`src/rtl/ioctl_pkg.sv`:
```
// Shared types and sizing helpers for the ioctl download engine.
package ioctl_pkg;

  localparam int IOCTL_ADDR_W = 25;

  typedef enum logic [1:0] {
    IDLE  = 2'd0,
    LOAD  = 2'd1,
    DRAIN = 2'd2
  } state_e;

  function automatic int bytes_of(input int data_w);
    return data_w / 8;
  endfunction

  function automatic int lb_of(input int data_w);
    return $clog2(data_w / 8);
  endfunction

endpackage

```
`src/rtl/ioctl_word_slot.sv`:
```
// One-word register (valid/addr/data/be) with whole-word load and clear.
// load_i wins over clear_i so a slot can be emptied and refilled on one edge.
module ioctl_word_slot
  import ioctl_pkg::*;
#(
  parameter int ADDR_W = 20,
  parameter int DATA_W = 16,
  parameter int BE_W   = 2
) (
  input  logic              clk,
  input  logic              rst_n,
  input  logic              load_i,
  input  logic              clear_i,
  input  logic [ADDR_W-1:0] addr_i,
  input  logic [DATA_W-1:0] data_i,
  input  logic [BE_W-1:0]   be_i,
  output logic              valid_o,
  output logic [ADDR_W-1:0] addr_o,
  output logic [DATA_W-1:0] data_o,
  output logic [BE_W-1:0]   be_o
);

  logic              valid_q;
  logic [ADDR_W-1:0] addr_q;
  logic [DATA_W-1:0] data_q;
  logic [BE_W-1:0]   be_q;

  // NOTE: <= so every register here samples pre-edge values; the datapath is
  // reset as well because it drives outputs that must read zero out of reset.
  always_ff @(posedge clk or negedge rst_n) begin
    if (!rst_n) begin
      valid_q <= 1'b0;
      addr_q  <= '0;
      data_q  <= '0;
      be_q    <= '0;
    end else if (load_i) begin
      valid_q <= 1'b1;
      addr_q  <= addr_i;
      data_q  <= data_i;
      be_q    <= be_i;
    end else if (clear_i) begin
      valid_q <= 1'b0;
      addr_q  <= '0;
      data_q  <= '0;
      be_q    <= '0;
    end
  end

  assign valid_o = valid_q;
  assign addr_o  = addr_q;
  assign data_o  = data_q;
  assign be_o    = be_q;

endmodule

```
`src/rtl/ioctl_loader.sv`:
```
// ioctl byte stream -> packed DATA_W words routed to one of NUM_TGT targets.
// A hold slot packs bytes; an out slot presents the finished word to the target.
module ioctl_loader
  import ioctl_pkg::*;
#(
  parameter int DATA_W     = 16,
  parameter int ADDR_W     = 20,
  parameter int NUM_TGT    = 4,
  parameter int INDEX_BASE = 0
) (
  input  logic                    clk_sys,
  input  logic                    reset_n,
  input  logic                    ioctl_download,
  input  logic                    ioctl_wr,
  input  logic [IOCTL_ADDR_W-1:0] ioctl_addr,
  input  logic [7:0]              ioctl_dout,
  input  logic [7:0]              ioctl_index,
  output logic                    ioctl_wait,
  output logic                    mem_req,
  input  logic                    mem_ready,
  output logic [NUM_TGT-1:0]      mem_sel,
  output logic [ADDR_W-1:0]       mem_addr,
  output logic [DATA_W-1:0]       mem_data,
  output logic [DATA_W/8-1:0]     mem_be,
  output logic                    core_reset,
  output logic                    done,
  output logic                    err
);

  localparam int BYTES  = bytes_of(DATA_W);
  localparam int LB     = lb_of(DATA_W);
  localparam int LANE_W = (LB > 0) ? LB : 1;

  state_e state_q, state_d;
  logic [7:0] tgt_q;
  logic       tgt_bad_q, core_reset_q, done_q, err_q;
  logic       in_load, in_drain, session_start, session_end;

  logic              hold_v, out_v;
  logic [ADDR_W-1:0] hold_addr;
  logic [DATA_W-1:0] hold_data, new_data;
  logic [BYTES-1:0]  hold_be, new_be;

  logic [LANE_W-1:0] lane;
  logic [ADDR_W-1:0] waddr;
  logic [7:0]        idx_off;
  logic              idx_bad, addr_hi_err, byte_err, accept, jump, flush, out_clear;

  assign lane        = LANE_W'(ioctl_addr & IOCTL_ADDR_W'(BYTES - 1));
  assign waddr       = ADDR_W'(ioctl_addr >> LB);
  assign addr_hi_err = (ioctl_addr >> (LB + ADDR_W)) != '0;
  assign idx_off     = ioctl_index - 8'(INDEX_BASE);
  assign idx_bad     = (ioctl_index < 8'(INDEX_BASE)) || (int'(idx_off) >= NUM_TGT);

  // Only register outputs feed the stall, so the host never sees an input loop.
  assign ioctl_wait = out_v & hold_v;
  assign byte_err   = in_load & ioctl_wr & (ioctl_wait | tgt_bad_q | addr_hi_err);
  assign accept     = in_load & ioctl_wr & ~byte_err;
  assign jump       = accept & hold_v & (hold_addr != waddr);
  assign flush      = hold_v & (~out_v | mem_ready) & ((&hold_be) | jump | in_drain);
  assign out_clear  = out_v & mem_ready;

  // NOTE: every always_comb output gets a default first, so no path infers a latch.
  always_comb begin
    new_data = '0;
    new_be   = '0;
    if (hold_v && !flush) begin
      new_data = hold_data;
      new_be   = hold_be;
    end
    new_data[8*int'(lane) +: 8] = ioctl_dout;
    new_be[lane]                = 1'b1;
  end

  ioctl_word_slot #(.ADDR_W(ADDR_W), .DATA_W(DATA_W), .BE_W(BYTES)) u_hold (
    .clk     (clk_sys),
    .rst_n   (reset_n),
    .load_i  (accept),
    .clear_i (flush),
    .addr_i  (waddr),
    .data_i  (new_data),
    .be_i    (new_be),
    .valid_o (hold_v),
    .addr_o  (hold_addr),
    .data_o  (hold_data),
    .be_o    (hold_be)
  );

  ioctl_word_slot #(.ADDR_W(ADDR_W), .DATA_W(DATA_W), .BE_W(BYTES)) u_out (
    .clk     (clk_sys),
    .rst_n   (reset_n),
    .load_i  (flush),
    .clear_i (out_clear),
    .addr_i  (hold_addr),
    .data_i  (hold_data),
    .be_i    (hold_be),
    .valid_o (out_v),
    .addr_o  (mem_addr),
    .data_o  (mem_data),
    .be_o    (mem_be)
  );

  always_ff @(posedge clk_sys or negedge reset_n) begin
    if (!reset_n) state_q <= IDLE;
    else          state_q <= state_d;
  end

  always_comb begin
    state_d = state_q;
    case (state_q)
      IDLE:    if (ioctl_download) state_d = LOAD;
      LOAD:    if (!ioctl_download) state_d = DRAIN;
      DRAIN:   if (!hold_v && !out_v) state_d = IDLE;
      default: state_d = IDLE;
    endcase
  end

  always_comb begin
    in_load       = (state_q == LOAD);
    in_drain      = (state_q == DRAIN);
    session_start = (state_q == IDLE) && ioctl_download;
    session_end   = in_drain && !hold_v && !out_v;
  end

  always_ff @(posedge clk_sys or negedge reset_n) begin
    if (!reset_n) begin
      tgt_q        <= '0;
      tgt_bad_q    <= 1'b0;
      core_reset_q <= 1'b0;
      done_q       <= 1'b0;
      err_q        <= 1'b0;
    end else begin
      done_q <= session_end;
      if (session_start) begin
        tgt_q        <= idx_off;
        tgt_bad_q    <= idx_bad;
        core_reset_q <= 1'b1;
        err_q        <= 1'b0;
      end else begin
        if (session_end) core_reset_q <= 1'b0;
        if (byte_err)    err_q        <= 1'b1;
      end
    end
  end

  assign mem_req    = out_v;
  assign mem_sel    = out_v ? (NUM_TGT'(1) << tgt_q) : '0;
  assign core_reset = core_reset_q;
  assign done       = done_q;
  assign err        = err_q;

endmodule
```
`config.mk`:
```
export PLATFORM = sky130hd
export DESIGN_NAME = ioctl_loader
export DESIGN_NICKNAME = d
export VERILOG_FILES = /design/src/rtl/ioctl_pkg.sv /design/src/rtl/ioctl_word_slot.sv /design/src/rtl/ioctl_loader.sv
export SDC_FILE = /design/constraint.sdc
export NUM_CORES = 1
export LEC_CHECK = 0
export BUFFER_PORTS_ARGS = -buffer_cell sky130_fd_sc_hd__buf_4
export CAP_MARGIN = 0
export CELL_PAD_IN_SITES_DETAIL_PLACEMENT = 1
export CELL_PAD_IN_SITES_GLOBAL_PLACEMENT = 2
export CORE_MARGIN = 2
export CORE_UTILIZATION = 32
export CTS_BUF_LIST = sky130_fd_sc_hd__clkbuf_4 sky130_fd_sc_hd__clkbuf_8
export CTS_CLUSTER_DIAMETER = 40
export DETAILED_ROUTE_END_ITERATION = 8
export HOLD_SLACK_MARGIN = 0.02
export PLACE_DENSITY = 0.9
export SYNTH_ARGS = -nofsm -noshare
export SYNTH_HDL_FRONTEND = slang
export SYNTH_SLANG_ARGS = --single-unit
export TNS_END_PERCENT = 10
```
`constraint.sdc`:
```
create_clock -name clk_sys -period 1.7 [get_ports clk_sys]
set_input_delay 0.255 -clock clk_sys [delete_from_list [all_inputs] [get_ports clk_sys]]
set_output_delay 0.255 -clock clk_sys [all_outputs]
set_load 0.005 [all_outputs]
```
==> impl_metrics.py <==
metrics = {
    "outcome": {
        "run_status": "finished, violations left",
        "violations": "negative setup slack",
    },
    "pwr": {
        "leakagePower_nw": 2.870,
        "peakVddDrop_uv": 467.6,
        "powerDensity_mw_per_mm2": 996.7,
    },
    "cells_and_area": {
        "seqCellArea_mm2": 0.002302,
        "diodes": 0,
        "fill_cells": 1412,
        "synthToLayoutAreaGrowth_pct": 40.27,
        "multi_input_area_mm2": 0.001624,
        "fin_util": 0.4554,
        "nNetsFinal": 535,
        "instances_no_fill": 666,
        "drive_gt1_frac": 0.3603,
    },
    "place": {
        "port_buffers": 92,
        "dp_cells": 634,
        "gp_congestion": 0.7402,
        "place.detailed.hpwl_um": 7252,
    },
    "synth": {
        "synth_fp_nets": 412,
        "ys_top_cells_by_count": "92 x dfrtp_1, 67 x nand2_1, 40 x inv_1, 38 x mux2i_1, 20 x o31ai_1",
        "synth.avg_cell_area_um2": 11.10,
        "synthDistinctLibCells": 36,
        "synth_edf_count": 0,
        "synth_ff_type": "dfrtp_1",
        "synth.area.top_cells": "dfrtp_1 57%, mux2i_1 9.4%, nand2_1 6.2%, a32o_1 3.9%, inv_1 3.7%",
        "synth.largest_area_cell": "dfrtp_1",
        "yosys.area.top_type_share": 0.5665,
        "ys_seq_area_frac": 0.5665,
        "synth_seq_cells": 92,
        "synth_cells": 366,
        "synth.most_common_cell": "dfrtp_1",
        "syn_area_mm2": 0.004064,
        "synth-async-reset-ratio": 1.000,
        "ys_warn_count": 0,
    },
    "critical_path": {
        "cp_slowest_stage_delay_ns": 0.42,
        "cp-end-kind": "flip-flop",
        "reg2reg_slack_ns": -0.19,
        "crit_required_ns": 2.00,
        "critPathKind": "reg -> reg",
        "cp_slowest_cell": "dfrtp_1",
        "crit_top_cell": "buf_12",
        "crit_chain": "xor2_2, nor4_2, nand3_1, o21ai_4, buf_12, buf_12, mux2i_1",
        "startpoint_type": "flip-flop",
        "path_max_fanout": 11,
        "arrival_ns": 2.19,
    },
    "die": {
        "die_height_um": 116.7,
        "floorplan.rows": 41,
        "start_util": 0.3247,
        "core_area_mm2": 0.01252,
        "dieArea_mm2": 0.01362,
        "die_w_um": 116.7,
        "ios": 93,
    },
    "clock_network": {
        "root_buffer": "clkbuf_8",
        "clock_path_buffers": 2,
        "htreeDepth": 3,
        "cts_sinks": 92,
        "cts_buffers": 9,
        "worstSkewPairLatency_ns": 0.38,
        "cts_tree": "built",
        "cts.clk_slew.worst_paths_ns": 0.10,
    },
    "sta": {
        "hold_ws_ns": 0.05413,
        "fin_skew_ns": 0.01354,
        "fmax_mhz": 529.5,
        "min_period_ns": 1.889,
        "worst_pin_slew_ns": 0.5123,
        "slew_headroom": 0.6584,
        "rsz0062_at_grt": "yes",
        "fin_ws_ns": -0.1887,
        "slew_viol_final": 0,
        "setup-tns-final_ns": -8.461,
        "finalSetupViolCount": 61,
        "hold_viol_final": 0,
        "period_share": 1.111,
    },
    "global_route": {
        "overflow": 0,
        "grt_max_degree": 93,
        "grtUsageTotal": 0.1780,
        "antenna_found_initial": 0,
        "grt_pass1_wl_um": 18110,
        "grt_pass1_vias": 3399,
    },
    "detailed_routing": {
        "wire_per_inst_um": 16.81,
        "vias": 3131,
        "first_pass_iters": 4,
        "drtAntennaViolNets": 0,
        "viasPerCell": 4.701,
        "detail_route.iter0.violations": 120,
        "drc": 0,
        "wl_um": 11190,
    },
    "run": {
        "cap_violations": 0,
    },
    "worst_hold_path": {
        "holdCritPathClass": "in -> reg",
    },
}
-- per-stage QoR --
step           instance area [µm²]  total power (W)  setup slack [ns]
3_3_place_gp                  5097         0.003936          -0.08502
2_1_floorplan                 4064         0.003347           0.02414
4_1_cts                       5647         0.005676           -0.2299
5_1_grt                       5700         0.006013           -0.2831
3_5_place_dp                  5097         0.003994           -0.1887
6_report                      5700         0.005682           -0.1887
-- placed cells by master, fill, tap and decap left out, types with 9 or more instances in the layout --
cell type and instances:
clkbuf_8 9, inv_1 40, nand2_1 65, buf_4 111, a32o_1 14, dfrtp_1 92
o31ai_1 19, mux2i_1 38, nor2_1 9, xor2_1 10
-- worst max-delay path, delay by kind of cell, from the launching register on --
family / cells / cell delay, ns
AND/OR/NAND/NOR: 2 / 0.48
flip-flops: 1 / 0.42
XOR/XNOR: 1 / 0.16
multiplexers: 1 / 0.19
AO/OA/AOI/OAI: 1 / 0.20
buffers and inverters: 2 / 0.35
-- worst paths after layout --
| kind | startpoint | end | depth (start not counted) |
|---|---|---|---|
| worst max-delay path | u_hold.addr_o[18] | u_out.addr_o[13] | 7 |
| worst min-delay path | ioctl_download | state_q[1] | 2 |
| max in group asynchronous | reset_n | u_hold.addr_o[3] | 3 |
| worst max register to register | u_hold.addr_o[18] | u_out.addr_o[13] | 7 |
| worst min register to register | tgt_q[4] | tgt_q[4] | 1 |
| min in group asynchronous | reset_n | u_hold.addr_o[12] | 3 |
-- sequential cells by signal (all words and copies together) (netlist names), 2 cells and up --
signal and flops:
u_hold.be_o 2, u_hold.addr_o 20, u_hold.data_o 16, state_q 2, u_out.data_o 16, tgt_q 8, u_out.be_o 2, u_out.addr_o 20
-- what timing repair did --
item | in CTS | in global routing
hold endpoints to repair | 92 | 0
cloned | 6 | 0
endpoints found under the setup margin | 79 | 82
hold buffers | 1 | 0
resized for setup | 23 | 14
buffers inserted | 8 | 2
pin swaps | 27 | 11
-- area by class of cell --
class,instances,area share
well taps,172,0.03775
clock buffers,9,0.02173
multi-input cells,215,0.2849
repair buffers,130,0.2101
inverters,41,0.02700
flip-flops and latches,92,0.4039
clock inverters,7,0.01471
-- power breakdown --
part	total (W)	internal (W)	leakage [nW]	switching (W)
combinational	0.00131	0.000707	1.54	0.000598
clock	0.00159	0.000708	0.108	0.000880
sequential	0.00279	0.00254	1.23	0.000253
total	0.00568	0.00395	2.87	0.00173
-- routing by layer --
layer  GRT usage  vias to the layer above  part of all wire
met5           0                        -                 0
met1      0.2278                     1571              0.43
met2      0.2879                       61              0.50
li1            -                     1484                 -
met3     0.04670                       15             0.042
met4     0.07216                        0             0.023
-- kinds of logic after synthesis --
kind of cell	synth area share
muxes	0.1158
xor gates and xnor gates	0.04310
DFF	0.5665
and+or+nand+nor	0.1121
AOI/OAI and AO/OA	0.09822
buffers and inverters	0.06434
(Power assumes the default switching activity.)
